===== config.mk =====
export PLATFORM = sky130hd
export DESIGN_NAME = add_accumulator
export DESIGN_NICKNAME = d
export VERILOG_FILES = /design/src/rtl/add_accumulator.sv
export SDC_FILE = /design/constraint.sdc
export NUM_CORES = 1
export LEC_CHECK = 0
export ABC_AREA = 1
export CAP_MARGIN = 25
export CORE_MARGIN = 1
export CORE_UTILIZATION = 32
export CTS_CLUSTER_DIAMETER = 30
export DETAILED_ROUTE_END_ITERATION = 16
export PLACE_DENSITY = 0.62
export SETUP_SLACK_MARGIN = 0.5
export SLEW_MARGIN = 0
export SYNTH_ARGS = -nofsm -noshare
export SYNTH_HDL_FRONTEND = slang
export SYNTH_SLANG_ARGS = --single-unit

===== constraint.sdc =====
create_clock -name clk -period 3.2 [get_ports clk]
set_clock_uncertainty 0.15 [all_clocks]
set_input_delay 0.64 -clock clk [delete_from_list [all_inputs] [get_ports clk]]
set_output_delay 0.64 -clock clk [all_outputs]
set_load 0.02 [all_outputs]

===== src/rtl/add_accumulator.sv =====
// Accumulator/sequencer around a combinational 4-bit adder: queues operand nibbles,
// feeds accumulator and FIFO head to the adder, and captures its results one per clock.
module add_accumulator #(
   parameter int unsigned DEPTH = 4,
   parameter int unsigned CNT_W = 3
) (
   input  logic             clk,
   input  logic             rst_n,
   input  logic             push,
   input  logic [3:0]       din,
   output logic             full,
   output logic             empty,
   output logic [CNT_W-1:0] count,
   input  logic             start,
   input  logic             clr,
   output logic             busy,
   output logic             done,
   output logic [3:0]       acc,
   output logic             cf_last,
   output logic             cf_sticky,
   output logic             z,
   output logic [3:0]       run_cnt,
   output logic [3:0]       a_out,
   output logic [3:0]       b_out,
   input  logic [3:0]       sum_in,
   input  logic             cf_in,
   input  logic             z_in
);

   localparam int unsigned PTR_W = (DEPTH > 1) ? $clog2(DEPTH) : 1;

   typedef enum logic [1:0] {
      S_IDLE = 2'd0,
      S_EXEC = 2'd1,
      S_DONE = 2'd2
   } state_t;

   state_t           state, state_nxt;
   logic [3:0]       mem [DEPTH];
   logic [PTR_W-1:0] wr_ptr, rd_ptr;
   logic [CNT_W-1:0] cnt_q;
   logic             push_ok;
   logic             pop;

   // Occupancy flags come straight from the counter register
   assign count   = cnt_q;
   assign full    = (cnt_q == CNT_W'(DEPTH));
   assign empty   = (cnt_q == '0);

   // FULL is judged before the pop, so a push at full is dropped even when popping
   assign push_ok = push && !full;
   assign pop     = (state == S_EXEC) && !empty;

   assign a_out   = acc;
   assign b_out   = pop ? mem[rd_ptr] : 4'd0;

   // State register
   always_ff @(posedge clk) begin
      if (!rst_n) state <= S_IDLE;
      else        state <= state_nxt;
   end

   // Next-state logic
   always_comb begin
      state_nxt = state;
      unique case (state)
         S_IDLE: begin
            if (start) state_nxt = empty ? S_DONE : S_EXEC;
         end
         S_EXEC: begin
            if (empty || (cnt_q == CNT_W'(1) && !push_ok)) state_nxt = S_DONE;
         end
         S_DONE:  state_nxt = S_IDLE;
         default: state_nxt = S_IDLE;
      endcase
   end

   // Status outputs decoded from the state register
   always_comb begin
      busy = 1'b0;
      done = 1'b0;
      unique case (state)
         S_EXEC:  busy = 1'b1;
         S_DONE:  done = 1'b1;
         default: ;
      endcase
   end

   // Operand FIFO storage; contents need no reset since occupancy gates every read
   always_ff @(posedge clk) begin
      if (push_ok) mem[wr_ptr] <= din;
   end

   always_ff @(posedge clk) begin
      if (!rst_n) begin
         wr_ptr <= '0;
         rd_ptr <= '0;
         cnt_q  <= '0;
      end else begin
         if (push_ok) wr_ptr <= wr_ptr + PTR_W'(1);
         if (pop)     rd_ptr <= rd_ptr + PTR_W'(1);
         if (push_ok && !pop)      cnt_q <= cnt_q + CNT_W'(1);
         else if (pop && !push_ok) cnt_q <= cnt_q - CNT_W'(1);
      end
   end

   // Accumulator, flags and run counter
   always_ff @(posedge clk) begin
      if (!rst_n) begin
         acc       <= 4'd0;
         cf_last   <= 1'b0;
         cf_sticky <= 1'b0;
         z         <= 1'b0;
         run_cnt   <= 4'd0;
      end else begin
         unique case (state)
            S_IDLE: begin
               if (clr) begin
                  acc       <= 4'd0;
                  cf_last   <= 1'b0;
                  cf_sticky <= 1'b0;
                  z         <= 1'b0;
               end
               if (start) run_cnt <= 4'd0;
            end
            S_EXEC: begin
               if (pop) begin
                  acc       <= sum_in;
                  cf_last   <= cf_in;
                  z         <= z_in;
                  cf_sticky <= cf_sticky | cf_in;
                  if (run_cnt != 4'd15) run_cnt <= run_cnt + 4'd1;
               end
            end
            default: ;
         endcase
      end
   end

endmodule


==> results.yml <==
placement:
  placedCellCount: 308
  place_area_um2: 2210
  numPortBuffers: 40
  place_congestion: 0.796
  dp_hpwl_um: 2660
min_path:
  hold_path_class: "reg -> reg"
timing:
  fin_crit_sh_pct: 78.6
  setup_tns_ps: 0
  final-max-slew-violation-count: 0
  setup_viol: 0
  grt_setup_unrepaired: "no"
  min_period_ps: 2510
  max_freq_mhz: 398
  slew_headroom_pct: 67.7
  final-hold-violation-count: 0
  tightest_slew_ps: 482
clock_network:
  ctsLongestPathBuffers: 2
  insertion_delay_ps: 300
  cts_setup_buffers: 0
  hold_buffers: 0
  cts.sinks: 38
  cts_tree: "yes"
  clk_pin_slew_ps: 70
  cts_buffers: 5
  cts_root_buf: "clkbuf_8"
  h-tree-depth: 2
worst_setup_path:
  required_ps: 2410
  cp.arrival_ps: 1720
  end_kind: "primary output"
  worstSetupStartpointType: "flop"
  cp_max_fo: 4
  path_class: "reg -> out"
routing:
  wl_um: 3580
  antenna_left: 0
  vias: 1417
  drtIter0Drc: 70
  via_per_inst: 4.48
  wl_per_cell_um: 11.3
  drtPass1Iterations: 4
  drc: 0
synthesis:
  seq_area_frac_synth_pct: 52.0
  ys_warn_count: 0
  yosys.cell_types.count: 23
  netlist_instances: 205
  syn-num-nets: 230
  syn_area_um2: 1770
  syn_avg_cell_area_um2: 8.64
  ys_seq_elements: 38
grt:
  grt_pass1_vias: 1289
  grt.total_usage_pct: 13.0
  antenna_found_initial: 0
  grt_pass1_wl_um: 5770
  grt_max_degree: 14
  grt-ovfl-total: 0
floorplanning:
  dieHeight_um: 76.4
  pin_count: 41
  fp-row-count: 26
  initial_utilization_pct: 34.0
  die_w_um: 76.4
  floorplan.die_area_um2: 5830
  core_um2: 5200
final_layout:
  fin_cells: 316
  antenna_cells: 0
  syn_to_final_growth_pct: 30.6
  design_area_um2: 2310
  fill_cells: 532
  drive_above_1_share_pct: 4.88
  final_nets: 270
outcome:
  status: "completed"
power:
  power.density_nw_per_um2: 826
  seqPwrFrac_pct: 36.5
  p_switching_uw: 737
  cellLeakagePower_uw: 0.000956
  ir_worst_vdd_mv: 0.322
  p_comb_share_pct: 42.9
  intPower_uw: 1170
  pwr-share-clk_pct: 20.6
  swShare_pct: 38.6
job:
  drv_cap: 0
## logic make-up after synthesis
logic type / after synthesis / share of synthesized area, %
AND/OR/NAND/NOR: 80 / 19.2
XOR/XNOR: 2 / 0.990
adder cells (fa/ha/maj): 10 / 7.07
flip-flops: 38 / 52.0
AO/OA/AOI/OAI: 43 / 12.3
buffers and inverters: 32 / 8.41
## final timing paths
| path | startpoint | end | slack, ps | depth (start not counted) |
|---|---|---|---|---|
| hold reg to reg | rd_ptr[0]$_SDFFE_PN0P_ | rd_ptr[0]$_SDFFE_PN0P_ | 340 | 1 |
| setup reg to reg | count[0]$_SDFFE_PN0P_ | count[2]$_SDFFE_PN0P_ | 1120 | 11 |
| setup / recovery | count[0]$_SDFFE_PN0P_ | full | 690 | 5 |
| hold / removal | rd_ptr[0]$_SDFFE_PN0P_ | rd_ptr[0]$_SDFFE_PN0P_ | 340 | 1 |
## area by class of cell
cell class              instances  area [um^2]  area share [%]
multi-input cells             135          701            30.3
inverters                      25         98.8            4.27
clock inverters                 1         30.0            1.30
clock buffers                   7         76.3            3.30
well taps                      70         87.6            3.79
flip-flops and latches         38          921            39.8
repair buffers                 40          398            17.2
## placed cells by master (no fill, tap or decap), types with 2 or more instances in the layout
cell	n
ha_1	10
nand3_1	5
a21oi_1	23
clkbuf_8	5
o21ai_0	19
clkdlybuf4s50_1	35
nand2_1	33
edfxtp_1	16
dfxtp_1	22
nand4_1	2
dlygate4sd2_1	4
nor3_1	2
nand2_4	2
clkbuf_1	2
nor2_1	33
inv_1	24
## metal layers
layer	GRT usage, %	wire (um)	part of all wire, %
met1	16.1	1690	47
met2	20.1	1640	46
met3	2.87	145	4.1
met4	9.23	95	2.7
met5	0	0	0
## power by group through the flow
stage | Clock (uW) | Combinational, uW | Sequential (uW)
floorplan | 0 | 503 | 750
global placement | 0 | 827 | 705
detailed placement | 0 | 835 | 706
CTS | 403 | 831 | 698
global route | 419 | 908 | 712
finish | 394 | 818 | 697
## through the flow
step | util, % | setup slack [ps] | total power, uW | hold slack [ps]
final | 44.4 | 685 | 1910 | 335
after global routing | 44.4 | 564 | 2040 | 361
after CTS | 44.4 | 503 | 1930 | 337
after detailed placement | 42.4 | 735 | 1540 | 320
after global placement | 42.4 | 770 | 1530 | 306
after floorplan | - | 1040 | 1250 | 294
## Yosys cell counts
cell | number | share of area (%)
clkbuf_1 | 1 | 0.21
buf_4 | 4 | 1.7
buf_6 | 1 | 0.64
inv_6 | 1 | 0.49
nor3_1 | 2 | 0.57
a21oi_1 | 23 | 6.5
ha_1 | 10 | 7.1
xnor2_1 | 1 | 0.49
nand2_4 | 2 | 1.3
o21ai_0 | 19 | 5.4
buf_2 | 1 | 0.28
nand2_2 | 1 | 0.35
nand4_1 | 2 | 0.71
dfxtp_1 | 22 | 25
o21bai_1 | 1 | 0.42
xor2_1 | 1 | 0.49
edfxtp_1 | 16 | 27
nand2_1 | 33 | 7.0
inv_1 | 24 | 5.1
nand3_2 | 1 | 0.57
nand3_1 | 5 | 1.4
nor2_1 | 33 | 7.0
nor2_2 | 1 | 0.35
## critical path, stage by stage (launching register included)
cell and delay (ps):
dfxtp_1 340, inv_1 120, ha_1 230, nand2_1 100, inv_1 60, clkdlybuf4s50_1 590
## repair_timing
| item | CTS | global route |
|---|---|---|
| pin swaps | 0 | 0 |
| setup endpoints to repair | 4 | 1 |
| resized for setup | 4 | 1 |
| gates cloned | 0 | 0 |
## sequential cells by signal (all words and copies together), names as in the netlist, named ones only
| register | count |
|---|---|
| cf_last | 1 |
| run_cnt | 4 |
| count | 3 |
| a_out | 4 |
| z | 1 |
| cf_sticky | 1 |
| rd_ptr | 2 |
| mem | 16 |
| wr_ptr | 2 |
| state | 2 |
(Power assumes the default switching activity.)
